File: src/rtl/exibidor_pkg.sv
// Shared definitions for the sequence playback controller: state codes,
// default timing values and a small helper for sizing the cycle counter.
package exibidor_pkg;

    // State codes, also exported on db_estado
    localparam logic [2:0] ST_OCIOSO  = 3'd0;
    localparam logic [2:0] ST_PAUSA   = 3'd1;
    localparam logic [2:0] ST_LE      = 3'd2;
    localparam logic [2:0] ST_ACESO   = 3'd3;
    localparam logic [2:0] ST_APAGADO = 3'd4;
    localparam logic [2:0] ST_FIM     = 3'd5;

    typedef enum logic [2:0] {
        OCIOSO  = ST_OCIOSO,
        PAUSA   = ST_PAUSA,
        LE      = ST_LE,
        ACESO   = ST_ACESO,
        APAGADO = ST_APAGADO,
        FIM     = ST_FIM
    } estado_t;

    // Default timings in clock cycles
    localparam int EXIBIDOR_T_PAUSA_PAD = 250;
    localparam int EXIBIDOR_T_ON_PAD    = 500;
    localparam int EXIBIDOR_T_OFF_PAD   = 250;

    // Largest of three durations, used to size the shared timer
    function automatic int max3(input int a, input int b, input int c);
        int m;
        m = a;
        if (b > m) m = b;
        if (c > m) m = c;
        return m;
    endfunction

endpackage

File: src/rtl/exibidor_sequencia_temporizador.sv
// Loadable down-counter with terminal-count flag, shared by the pause,
// lit and dark phases of the playback controller.
module temporizador_exibicao #(
    parameter int W = 8
) (
    input  logic         clock,
    input  logic         reset,
    input  logic         i_carregar,
    input  logic [W-1:0] i_valor,
    output logic         o_tc
);

    logic [W-1:0] r_cnt;

    // Load on phase entry, otherwise count down and park at zero
    always_ff @(posedge clock) begin
        if (reset) begin
            r_cnt <= '0;
        end else if (i_carregar) begin
            r_cnt <= i_valor;
        end else if (r_cnt != '0) begin
            r_cnt <= r_cnt - W'(1);
        end
    end

    assign o_tc = (r_cnt == '0);

endmodule

File: src/rtl/exibidor_sequencia.sv
// Sequence playback controller: walks ROM addresses 0..limite, lighting
// each pattern for a fixed on-time with dark gaps, then pulses fim.
// Optional macro EXIBIDOR_ACELERA_EN halves the on-time when lim >= 8.
module exibidor_sequencia
    import exibidor_pkg::*;
#(
    parameter int T_PAUSA = EXIBIDOR_T_PAUSA_PAD,
    parameter int T_ON    = EXIBIDOR_T_ON_PAD,
    parameter int T_OFF   = EXIBIDOR_T_OFF_PAD
) (
    input  logic       clock,
    input  logic       reset,
    input  logic       iniciar,
    input  logic       abortar,
    input  logic [3:0] limite,
    output logic [3:0] rom_endereco,
    input  logic [6:0] rom_dado,
    output logic [6:0] leds,
    output logic       ocupado,
    output logic       fim,
    output logic [2:0] db_estado
);

    localparam int T_MAX = max3(T_PAUSA, T_ON, T_OFF);
    localparam int CW    = $clog2(T_MAX + 1);

    estado_t       r_estado, w_estado_next;
    logic [3:0]    r_idx, w_idx_next;
    logic [3:0]    r_lim, w_lim_next;
    logic [6:0]    r_leds, w_leds_next;
    logic          w_carregar;
    logic [CW-1:0] w_valor;
    logic [CW-1:0] w_t_ef;
    logic          w_tc;

`ifdef EXIBIDOR_ACELERA_EN
    // Long rounds flash faster
    assign w_t_ef = (r_lim >= 4'd8) ? CW'(T_ON / 2) : CW'(T_ON);
`else
    assign w_t_ef = CW'(T_ON);
`endif

    temporizador_exibicao #(
        .W (CW)
    ) u_temporizador (
        .clock      (clock),
        .reset      (reset),
        .i_carregar (w_carregar),
        .i_valor    (w_valor),
        .o_tc       (w_tc)
    );

    // State, index, limit and LED registers
    always_ff @(posedge clock) begin
        if (reset) begin
            r_estado <= OCIOSO;
            r_idx    <= 4'd0;
            r_lim    <= 4'd0;
            r_leds   <= 7'd0;
        end else begin
            r_estado <= w_estado_next;
            r_idx    <= w_idx_next;
            r_lim    <= w_lim_next;
            r_leds   <= w_leds_next;
        end
    end

    // Next-state, timer loading and LED update; abort overrides everything
    always_comb begin
        w_estado_next = r_estado;
        w_idx_next    = r_idx;
        w_lim_next    = r_lim;
        w_leds_next   = r_leds;
        w_carregar    = 1'b0;
        w_valor       = '0;
        case (r_estado)
            OCIOSO: begin
                if (iniciar) begin
                    w_estado_next = PAUSA;
                    w_idx_next    = 4'd0;
                    w_lim_next    = limite;
                    w_carregar    = 1'b1;
                    w_valor       = CW'(T_PAUSA - 1);
                end
            end
            PAUSA: begin
                w_leds_next = 7'd0;
                if (w_tc) w_estado_next = LE;
            end
            LE: begin
                // Address has been stable for at least one cycle, data valid
                w_leds_next   = rom_dado;
                w_estado_next = ACESO;
                w_carregar    = 1'b1;
                w_valor       = w_t_ef - CW'(1);
            end
            ACESO: begin
                if (w_tc) begin
                    w_leds_next = 7'd0;
                    if (r_idx == r_lim) begin
                        w_estado_next = FIM;
                    end else begin
                        w_idx_next    = r_idx + 4'd1;
                        w_estado_next = APAGADO;
                        w_carregar    = 1'b1;
                        w_valor       = CW'(T_OFF - 1);
                    end
                end
            end
            APAGADO: begin
                w_leds_next = 7'd0;
                if (w_tc) w_estado_next = LE;
            end
            FIM: begin
                w_estado_next = OCIOSO;
            end
            default: begin
                w_estado_next = OCIOSO;
            end
        endcase
        if (abortar) begin
            w_estado_next = OCIOSO;
            w_leds_next   = 7'd0;
            w_idx_next    = 4'd0;
            w_carregar    = 1'b0;
        end
    end

    assign rom_endereco = r_idx;
    assign leds         = r_leds;
    assign ocupado      = (r_estado == PAUSA) || (r_estado == LE) ||
                          (r_estado == ACESO) || (r_estado == APAGADO);
    assign fim          = (r_estado == FIM);
    assign db_estado    = r_estado;

endmodule

File: config.mk
export PLATFORM = sky130hd
export DESIGN_NAME = exibidor_sequencia
export DESIGN_NICKNAME = d
export VERILOG_FILES = /design/src/rtl/exibidor_pkg.sv /design/src/rtl/exibidor_sequencia_temporizador.sv /design/src/rtl/exibidor_sequencia.sv
export SDC_FILE = /design/constraint.sdc
export NUM_CORES = 1
export LEC_CHECK = 0
export BUFFER_PORTS_ARGS = -buffer_cell sky130_fd_sc_hd__buf_2
export CAP_MARGIN = 25
export CORE_ASPECT_RATIO = 0.75
export CORE_UTILIZATION = 40
export CTS_BUF_LIST = sky130_fd_sc_hd__clkbuf_4
export DETAILED_ROUTE_END_ITERATION = 10
export PLACE_DENSITY = 0.67
export SLEW_MARGIN = 20
export SYNTH_ARGS = -nofsm -noshare
export SYNTH_HDL_FRONTEND = slang
export SYNTH_HIERARCHICAL = 1
export SYNTH_SLANG_ARGS = --single-unit
File: constraint.sdc
create_clock -name clock -period 3.9 [get_ports clock]
set_input_delay 0.195 -clock clock [delete_from_list [all_inputs] [get_ports clock]]
set_output_delay 0.195 -clock clock [all_outputs]
set_load 0.05 [all_outputs]
Word level (Yosys, flattened, before mapping)
Index checks and enable logic that the tools add are counted.
{"block": "word_totals", "wordCells": 54, "register_bits": 27, "output_inout_bits": 16, "inputBits": 15}
{"block": "op_classes", "n_addsub": 2, "muxes": 22, "n_eq_ne": 10, "reduce_logical": 15}
{"cell": "9-bit one-hot mux with 3 select lines", "count": 1}
{"cell": "8-bit 2-to-1 mux", "count": 3}
{"cell": "7-bit one-hot mux with 3 select lines", "count": 1}
{"cell": "9-bit 2-to-1 mux", "count": 2}
{"cell": "4-bit 2-to-1 mux", "count": 3}
{"cell": "3-bit one-hot mux with 4 select lines", "count": 1}
{"cell": "9-bit zero test", "count": 1}
{"cell": "3-bit 2-to-1 mux", "count": 3}
{"cell": "9-bit nonzero test", "count": 1}
{"cell": "9-bit by 1-bit subtractor with 9-bit output, second input constant", "count": 1}
{"cell": "4-bit one-hot mux with 2 select lines", "count": 1}
{"cell": "7-bit 2-to-1 mux", "count": 1}
{"cell": "3-bit by 2-bit equality test with 1-bit output, second input constant", "count": 2}
{"cell": "3-bit equality test, second input constant", "count": 2}
{"cell": "1-bit 2-to-1 mux", "count": 5}
{"cell": "4-bit by 1-bit adder with 4-bit output, second input constant", "count": 1}
{"cell": "4-bit equality test", "count": 1}
{"cell": "2-bit by 1-bit != test with 1-bit output, second input constant", "count": 2}
{"cell": "2-bit != test, second input constant", "count": 2}
{"cell": "2-bit AND reduction", "count": 2}
{"cell": "4-bit AND reduction", "count": 1}
{"cell": "2-bit nonzero test", "count": 2}
{"cell": "2-bit OR reduction", "count": 2}
{"cell": "3-bit by 1-bit equality test with 1-bit output, second input constant", "count": 1}
{"cell": "5 further kinds", "count": 7}

Depth between registers and ports, before layout
Gate-level depths: netlist of run 1.
{"block": "logic_depth", "ltp_word": 6, "mapped_depth": 14, "ltp_nobuf": 11}

Hierarchy
Netlist of run 1, hierarchy kept.
{"mod": "exibidor_sequencia", "instances": 1, "area_per_inst_um2": 927.1, "cells_per_inst": 102}
{"mod": "temporizador_exibicao", "instances": 1, "area_per_inst_um2": 514.2, "cells_per_inst": 62}

Worst setup path after synthesis of run 1
Ideal clock, no wire load.
{"block": "synth_timing", "path_type": "reg-to-reg", "start": "register u_temporizador.r_cnt[0]", "end": "register u_temporizador.r_cnt[0]", "setup_slack_ps": 637, "setup_time_ps": 128, "t_arrival_ps": 3135, "path_buffers": 3, "t_required_ps": 3772, "path_stages_with_launch": 15, "path_cell_list": "dfxtp_1 > inv_1 > ha_1 > or4b_4 > or4b_4 > buf_6 > inv_1 > nand3_1 > or2_1 > clkbuf_1 > a31oi_1 > clkbuf_1 > nor3_1 > mux2i_1 > o21ai_1"}
{"block": "synth_via", "elab_chain_len": 5}
{"element": "start: declaration", "line_no": "exibidor_sequencia_temporizador.sv:13", "source": "logic [W-1:0] r_cnt;"}
{"element": "start signal: assignment", "line_no": "exibidor_sequencia_temporizador.sv:20", "source": "r_cnt <= i_valor;"}
{"element": "start signal: assignment", "line_no": "exibidor_sequencia_temporizador.sv:22", "source": "r_cnt <= r_cnt - W'(1);"}
{"element": "9-bit zero test *", "line_no": "exibidor_sequencia_temporizador.sv:26", "source": "assign o_tc = (r_cnt == '0);"}
{"element": "via w_tc", "line_no": "exibidor_sequencia.sv:34", "source": "logic w_tc;"}
{"element": "1-bit 2-to-1 mux *", "line_no": "exibidor_sequencia.sv:98", "source": "if (w_tc) begin"}
{"element": "1-bit one-hot mux with 3 select lines *", "line_no": "exibidor_sequencia.sv:76", "source": "case (r_estado)"}
{"element": "1-bit 2-to-1 mux *", "line_no": "exibidor_sequencia.sv:121", "source": "if (abortar) begin"}
{"element": "via w_carregar", "line_no": "exibidor_sequencia.sv:31", "source": "logic w_carregar;"}
{"element": "9-bit 2-to-1 mux or 2-bit nonzero test (tied branches)"}
The timed path passes the listed nets; every way through them passes the cells marked *. The select of a mux whose other input is x is not followed.
A chain may end at the register's enable or synchronous reset.

Final worst setup path of run 1
{"block": "layout_timing", "start": "register u_temporizador.r_cnt[0]", "end": "register u_temporizador.r_cnt[3]"}
The elaborated chain is that of the path after synthesis.

==> summary.txt, run 1 <==
Gates resized, CTS repair - 0
master of the slowest instance on the critical path - or4b_4
Compound-Gate Fraction of Synth Area - 17.6%
Final Max Slew Viols - 0
synthesized area - 1440 um^2
placed cell area - 1600 um^2
Post-Synth XOR/XNOR Area - 4.86%
clock-pin slew on the worst setup and hold paths - 0.15 ns
endpoints failing setup - 0
reg2reg start - u_temporizador/r_cnt[0]
status - completed
Design Power - 0.844 mW
Core Footprint - 3360 um^2
cts bufs inserted - 3
WL/cell - 14.0 um
worst setup margin - 0.416 ns
Area Overhead vs Synth - 13.0%
synthesized area per cell - 8.79 um^2
combinational family with the most area after synthesis - simple AND/OR/NAND/NOR gates
port bufs - 30
Crit. End Element - flip-flop
crit path max fanout - 6
Cells after Synth - 164
CTS Hold Buffers Added - 0
clock tree buffer depth - 2
clock period minus worst slack - 3.48 ns
DP HPWL - 2400 um
R2R Path End - u_temporizador/r_cnt[3]
Pwr Density - 518 nW/um^2
min-delay src - limite[3]
Seq/Total Area, Yosys - 37.5%
Worst Tran Pin Value - 0.596 ns
H-tree depth - 1
Fmax - 0.287 GHz
most frequent cells in the layout - 30 x buf_2, 27 x dfxtp_1, 13 x nor2_1
commonest non-fill, non-tap cell in the layout - buf_2
largest net degree at the start of global routing - 19
global route overflow - 0
Worst EP arrival - 3.72 ns
clock root buffer - clkbuf_4
Die ar. - 3850 um^2
Post-Synth Adder-Cell Area - 1.74%
ant diodes - 0
Via Count - 1307
crit path launch - u_temporizador/r_cnt[0]
setup_tns - 0 ns
Die Y-Extent - 54.0 um
period utilisation layout - 89.3%
Final Non-Filler Cells - 230
Top Ports - 31
Rows - 18
die width - 71.3 um
multi-input logic area - 836 um^2
Syn. warnings - 6
worst setup path category - reg -> reg
CTS sink count - 27
met1 Use GR - 24.9%
Sequential cell area - 541 um^2
vias in the first global route - 1198
Inst Count DP - 226
met3 Use GR - 4.12%
cell leakage power - 0.719 nW
first-pass GRT wire length - 5490 um
Worst VDD drop - 0.232 mV
Detailed Routing Iterations Pass 1 - 4
initial antenna violation count - 0
Clk Latency, worst-skew pair - 0.33 ns
r2r setup slk - 0.42 ns
most used flip-flop cell after synthesis - dfxtp_1
placer congestion estimate - 0.860
FFs w/ async S/R, synth - 0%
nets - 208
critical path's largest stage delay - 0.56 ns
Hold/Removal Path Class - in -> reg
Tot GR Track Use - 18.3%
vias per inst - 5.68
Place WS - 0.479 ns
DR DRC count - 0
Synth Net Count - 181
initial DRC count - 129
layout cells sized above 1 - 21.6%
Synth Area in Simple Gates - 27.5%
final setup skew - 0.00799 ns
WHS Path Cells - 3
RSZ-0062 raised after global routing - false
Max-Cap Viols - 0
drt total wl - 3210 um
Cell Chain, Critical Path - inv_1 -> ha_1 -> or4b_4 -> or4b_4 -> inv_1 -> nand3_1 -> or2_1 -> a31oi_1 -> nor2_1 -> a32o_1
post-route design area - 1630 um^2
met2 usage - 30.0%
Routed Antenna Nets - 0
Top Usage Layer GRT - met2
Layout fillers - 314
Startpoint Class - flip-flop
Crit path max-delay family - simple AND/OR/NAND/NOR gates
FF+latch count, synth - 27
Unique masters post-synth - 44
Buf/Inv on CP - 2
final hold violation count - 0
Initial Utilization - 43.0%
postcts setup bufs - 0
mux cell area share after synthesis - 5.99%
slew margin rel. - 60.2%
R2R cell count - 10
hold endpoint - r_lim[3]
Post-synth EDFFs - 0
WP data required - 4.14 ns
CTS tree - built
==> Yosys cell counts, drive strengths merged (5+ instances only) <==
library cell   n  area share, %
mux2i          6            4.2
xor2           6            3.6
nor2          14            3.8
dfxtp         27             38
nand2         10            2.6
or4b           9            6.8
clkbuf         6            1.6
nand3          5            1.7
a21oi         11            3.8
o21ai         10            3.5
nor3           7            2.4
==> sequential cells by signal, indices dropped and copies added, names as in the netlist <==
register,count
u_temporizador/r_cnt,9
leds,7
r_lim,4
rom_endereco,4
db_estado,3
==> tightest hold or removal path: stages <==
cell and delay (ns):
buf_2 0.08, mux2i_1 0.05, nor2_1 0.07
==> worst max path at each step <==
stage,endpoint,depth (start not counted),slack [ns]
6_report,u_temporizador/r_cnt[3],10,0.42
2_1_floorplan,u_temporizador/r_cnt[0],14,0.64
5_1_grt,u_temporizador/r_cnt[3],10,0.18
3_3_place_gp,u_temporizador/r_cnt[3],10,0.63
3_5_place_dp,u_temporizador/r_cnt[3],10,0.48
4_1_cts,u_temporizador/r_cnt[3],10,0.44
==> final cells by class <==
class / instances / share of cell area [%]
well taps: 40 / 3.07
inverters: 4 / 0.922
flip-flops and latches: 27 / 33.2
multi-input cells: 124 / 51.3
repair buffers: 31 / 9.68
clock buffers: 4 / 1.84
==> routing by layer <==
| layer | part of all wire (%) | up-vias |
|---|---|---|
| met3 | 4.6 | 4 |
| met5 | 0 | - |
| li1 | - | 662 |
| met1 | 50 | 610 |
| met4 | 0.37 | 0 |
| met2 | 45 | 31 |
==> stage by stage <==
| step | util [%] | hold slack (ns) |
|---|---|---|
| floorplan | - | 0.267 |
| global placement | 47.7 | 0.425 |
| detailed placement | 47.7 | 0.435 |
| CTS | 48.5 | 0.0853 |
| global route | 48.5 | 0.0874 |
| finish | 48.5 | 0.0975 |
==> report_power, final <==
group	leakage [nW]	internal, mW	switching [mW]
sequential	0.220	0.318	0.0514
combinational	0.480	0.157	0.188
clock	0.0184	0.0470	0.0832
total	0.719	0.522	0.322
==> logic make-up (layout without fill, tap and decap cells) <==
| family | after synthesis | count (layout) |
|---|---|---|
| and+or+nand+nor | 66 | 66 |
| other | 1 | 1 |
| DFF | 27 | 27 |
| AOI/OAI and AO/OA | 39 | 39 |
| muxes | 8 | 8 |
| xor gates and xnor gates | 8 | 8 |
| buffers and inverters | 13 | 39 |
| adders and majority gates | 2 | 2 |
(Power assumes the default switching activity.)
==> run 2: changes to the inputs <==
--- a/config.mk
+++ b/config.mk
@@ -5,7 +5,7 @@
 export SDC_FILE = /design/constraint.sdc
 export NUM_CORES = 1
 export LEC_CHECK = 0
-export BUFFER_PORTS_ARGS = -buffer_cell sky130_fd_sc_hd__buf_2
+export BUFFER_PORTS_ARGS = -buffer_cell sky130_fd_sc_hd__clkbuf_2
 export CAP_MARGIN = 25
 export CORE_ASPECT_RATIO = 0.75
 export CORE_UTILIZATION = 40
==> summary.txt, run 2 (synthesis gave the netlist of run 1 again) <==
DR DRC count - 0
CTS tree - built
Hold/Removal Path Class - in -> reg
largest net degree at the start of global routing - 19
CTS sink count - 27
tightest hold margin - 0.0885 ns
cts bufs inserted - 3
H-tree depth - 1
Rows - 18
Max-Cap Viols - 0
Top Ports - 31
critical path's largest stage delay - 0.56 ns
clock tree buffer depth - 2
master of the slowest instance on the critical path - or4b_4
final hold violation count - 0
Via Count - 1299
period utilisation layout - 92.7%
placed cell area - 1600 um^2
Core Footprint - 3360 um^2
Startpoint Class - flip-flop
endpoints failing setup - 0
die width - 71.3 um
placer congestion estimate - 0.851
Clk Latency, worst-skew pair - 0.33 ns
WP data required - 4.14 ns
clock-pin slew on the worst setup and hold paths - 0.15 ns
most frequent cells in the layout - 30 x clkbuf_2, 27 x dfxtp_1, 13 x nor2_1
Gates resized, CTS repair - 0
Area Overhead vs Synth - 13.0%
Tot GR Track Use - 19.7%
Worst Tran Pin Value - 0.593 ns
post-route design area - 1630 um^2
Worst VDD drop - 0.201 mV
RSZ-0062 raised after global routing - false
cell leakage power - 0.708 nW
Pwr Density - 526 nW/um^2
Die Y-Extent - 54.0 um
ant diodes - 0
status - completed
worst setup path category - reg -> reg
final setup skew - 0.00559 ns
nets - 208
commonest non-fill, non-tap cell in the layout - clkbuf_2
Cell Chain, Critical Path - inv_1 -> ha_1 -> or4b_4 -> or4b_4 -> inv_1 -> nand3_1 -> or2_1 -> a31oi_1 -> buf_4 -> nor3_1 -> mux2i_1 -> o21ai_1
Crit path max-delay family - simple AND/OR/NAND/NOR gates
CTS Hold Buffers Added - 0
port bufs - 30
Buf/Inv on CP - 3
WL/cell - 14.7 um
slew margin rel. - 60.3%
drt total wl - 3370 um
Detailed Routing Iterations Pass 1 - 4
crit path max fanout - 7
global route overflow - 0
postcts setup bufs - 0
clock root buffer - clkbuf_4
Routed Antenna Nets - 0
clock period minus worst slack - 3.61 ns
Worst EP arrival - 3.85 ns
initial DRC count - 93
Design Power - 0.856 mW
Largest Register - u_temporizador/r_cnt
max FFs per register - 9
initial antenna violation count - 0
setup_tns - 0 ns
vias in the first global route - 1266
layout cells sized above 1 - 21.6%
Die ar. - 3850 um^2
Crit. End Element - flip-flop
Final Max Slew Viols - 0
Initial Utilization - 43.0%
vias per inst - 5.65
DP HPWL - 2440 um
Fmax - 0.277 GHz
first-pass GRT wire length - 5820 um
[run 2: changes by cell type in the layout (fill, tap and decap cells not counted), sizes merged]
| cell | before | now |
|---|---|---|
| buf | 31 | 1 |
| clkbuf | 4 | 34 |
[run 2: area by class of cell]
type	count	area, um^2
repair buffers	31	158
well taps	40	50.0
flip-flops and latches	27	541
fillers	343	1730
multi-input cells	124	836
inverters	4	15.0
clock buffers	4	30.0
[run 2: path summary, 6_finish.rpt]
path	cells after the start	slack, ns	start	end
hold / removal	3	0.09	limite[3]	r_lim[3]
setup reg to reg	12	0.29	u_temporizador/r_cnt[0]	u_temporizador/r_cnt[0]
setup / recovery	12	0.29	u_temporizador/r_cnt[0]	u_temporizador/r_cnt[0]
hold reg to reg	2	0.49	leds[3]	leds[3]
[run 2: where the power goes]
group	switching [mW]	internal, mW
Sequential	0.0519	0.318
Combinational	0.196	0.157
Clock	0.0860	0.0471
[run 2: layer usage]
metal  share of wire (%)  global-route usage, %  routed length [um]  up-vias
met5                   0                      0                   0        -
met1                  51                   25.4                1710      602
li1                    -                      -                   -      664
met4                 1.2                   4.67                  39        0
met3                 4.4                   5.43                 147        6
met2                  44                   33.3                1480       27
[run 2: stage by stage]
step / util, % / worst slack (ns) / std cells
global placement: 47.7 / 0.604 / 226
finish: 48.5 / 0.285 / 230
floorplan: - / 0.637 / 164
global route: 48.5 / 0.0595 / 230
CTS: 48.5 / 0.347 / 230
detailed placement: 47.7 / 0.431 / 226
[run 2: tightest hold or removal path, delay by kind of cell]
family | cells | cell delay [ns]
AND/OR/NAND/NOR | 1 | 0.07
multiplexers | 1 | 0.05
buffers and inverters | 1 | 0.07
==> run 3: changes to the inputs <==
--- a/config.mk
+++ b/config.mk
@@ -5,13 +5,14 @@
 export SDC_FILE = /design/constraint.sdc
 export NUM_CORES = 1
 export LEC_CHECK = 0
+export ABC_AREA = 1
 export BUFFER_PORTS_ARGS = -buffer_cell sky130_fd_sc_hd__clkbuf_2
 export CAP_MARGIN = 25
 export CORE_ASPECT_RATIO = 0.75
 export CORE_UTILIZATION = 40
 export CTS_BUF_LIST = sky130_fd_sc_hd__clkbuf_4
 export DETAILED_ROUTE_END_ITERATION = 10
-export PLACE_DENSITY = 0.67
+export PLACE_DENSITY = 0.66
 export SLEW_MARGIN = 20
 export SYNTH_ARGS = -nofsm -noshare
 export SYNTH_HDL_FRONTEND = slang
==> summary.txt, run 3 <==
RSZ-0062 raised after global routing - false
clock root buffer - clkbuf_4
status - completed
synthesized area per cell - 6.72 um^2
Via Count - 1494
clock tree buffer depth - 2
slew margin rel. - 65.9%
area leader, netlist - dfxtp_1
Synth Net Count - 248
clock period minus worst slack - 2.55 ns
H-tree depth - 1
WL/cell - 10.4 um
Initial Utilization - 42.1%
Post-synth EDFFs - 0
CTS sink count - 27
first-pass GRT wire length - 5630 um
final hold violation count - 0
Top Usage Layer GRT - met2
most common cell in the netlist - nand2_1
Place WS - 1.36 ns
Startpoint Class - flip-flop
layout cells sized above 1 - 22.0%
Pwr Density - 541 nW/um^2
die width - 73.9 um
vias in the first global route - 1280
DP HPWL - 2490 um
Syn. warnings - 6
synthesized area - 1550 um^2
ant diodes - 0
Layout fillers - 394
Rows - 19
largest net degree at the start of global routing - 17
Synth top area share - 34.8%
FF+latch count, synth - 27
most frequent cells in the layout - 63 x nand2_1, 30 x nor2_1, 30 x clkbuf_2
post-route design area - 1790 um^2
initial antenna violation count - 0
endpoints failing setup - 0
Fmax - 0.392 GHz
CTS tree - built
port bufs - 30
most used flip-flop cell after synthesis - dfxtp_1
Gates resized, CTS repair - 0
Synth area leaders - dfxtp_1 35%, nand2_1 15%, nor2_1 7.3%
Hold/Removal Path Class - in -> reg
commonest non-fill, non-tap cell in the layout - nand2_1
cell leakage power - 0.823 nW
Die ar. - 4140 um^2
Crit. End Element - flip-flop
Worst Tran Pin Value - 0.511 ns
Final Non-Filler Cells - 316
Seq/Total Area, Yosys - 34.8%
Final Max Slew Viols - 0
CTS Hold Buffers Added - 0
drt total wl - 3270 um
worst setup path category - reg -> reg
cts bufs inserted - 3
worst setup margin - 1.35 ns
Worst VDD drop - 0.181 mV
Detailed Routing Iterations Pass 1 - 4
initial DRC count - 87
placed cell area - 1760 um^2
Cells after Synth - 231
Largest Register - u_temporizador/r_cnt
met2 usage - 26.4%
setup_tns - 0 ns
Tot GR Track Use - 17.5%
Area Overhead vs Synth - 15.5%
DR DRC count - 0
clock-pin slew on the worst setup and hold paths - 0.16 ns
placer congestion estimate - 0.786
Unique masters post-synth - 31
global route overflow - 0
Max-Cap Viols - 0
Routed Antenna Nets - 0
period utilisation layout - 65.5%
most frequent cells after synthesis - 63 x nand2_1, 30 x nor2_1, 27 x dfxtp_1, 25 x inv_1, 17 x a21oi_1
postcts setup bufs - 0
WP data required - 4.13 ns
Inst Count DP - 312
crit path max fanout - 11
Die Y-Extent - 56.0 um
nets - 282
max FFs per register - 9
Clk Latency, worst-skew pair - 0.34 ns
Core Footprint - 3680 um^2
met3 Use GR - 5.80%
FFs w/ async S/R, synth - 0%
Top Ports - 31
met1 Use GR - 24.1%
vias per inst - 4.73
final setup skew - 0.0128 ns
Worst EP arrival - 2.78 ns
-- run 3: worst paths after layout --
check | startpoint | end | slack [ns] | depth (start not counted)
max | u_temporizador/r_cnt[0] | u_temporizador/r_cnt[5] | 1.35 | 17
min | rom_dado[1] | leds[1] | 0.09 | 3
max reg2reg | u_temporizador/r_cnt[0] | u_temporizador/r_cnt[5] | 1.35 | 17
min reg2reg | leds[3] | leds[3] | 0.47 | 2
-- run 3: final cells by class --
| class | count | area, um^2 | area share [%] |
|---|---|---|---|
| clock buffers | 3 | 22.5 | 1.26 |
| clock inverters | 1 | 7.51 | 0.419 |
| inverters | 29 | 109 | 6.07 |
| multi-input cells | 173 | 891 | 49.7 |
| flip-flops and latches | 27 | 541 | 30.1 |
| well taps | 52 | 65.1 | 3.63 |
| repair buffers | 31 | 158 | 8.79 |
-- run 3: critical path, cell delays in order (launching register included) --
cell	delay, ns
dfxtp_1	0.36
inv_1	0.07
ha_1	0.27
nand2_4	0.10
nor2_8	0.14
nand2_1	0.10
inv_1	0.09
inv_1	0.08
nor2_4	0.16
nand2_1	0.10
nand2_2	0.10
inv_1	0.06
a21oi_1	0.12
buf_4	0.19
inv_2	0.11
or2_2	0.29
nand3_1	0.08
nor2_1	0.04
-- run 3: power by group --
| part | switching, mW | total, mW | internal (mW) | leakage [nW] |
|---|---|---|---|---|
| Clock | 0.0890 | 0.128 | 0.0393 | 0.0139 |
| Combinational | 0.302 | 0.471 | 0.169 | 0.588 |
| Sequential | 0.0473 | 0.371 | 0.323 | 0.221 |
| Total | 0.438 | 0.970 | 0.532 | 0.823 |
-- run 3: logic make-up (layout without fill, tap and decap cells) --
| logic type | after synthesis | after routing | share of synthesized area [%] |
|---|---|---|---|
| fa+ha+maj | 2 | 2 | 1.61 |
| compound gates | 30 | 30 | 11.0 |
| buf+inv | 31 | 64 | 7.82 |
| xor+xnor | 2 | 2 | 1.13 |
| flops | 27 | 27 | 34.8 |
| simple gates | 138 | 138 | 43.4 |
| other cells | 1 | 1 | 0.242 |
-- run 3: through the flow --
stage	power, mW	hold slack, ns	utilization, %
2_1_floorplan	0.763	0.264	-
3_3_place_gp	0.848	0.448	47.8
3_5_place_dp	0.848	0.454	47.8
4_1_cts	0.978	0.0769	48.7
5_1_grt	1.07	0.0666	48.7
6_report	0.970	0.0917	48.7
-- run 3: routing by layer --
metal,share of wire (%),vias up,wire [um]
met2,42,33,1360
met4,0.95,0,31
met3,6.0,5,198
met1,51,650,1680
li1,-,806,-
met5,0,-,0
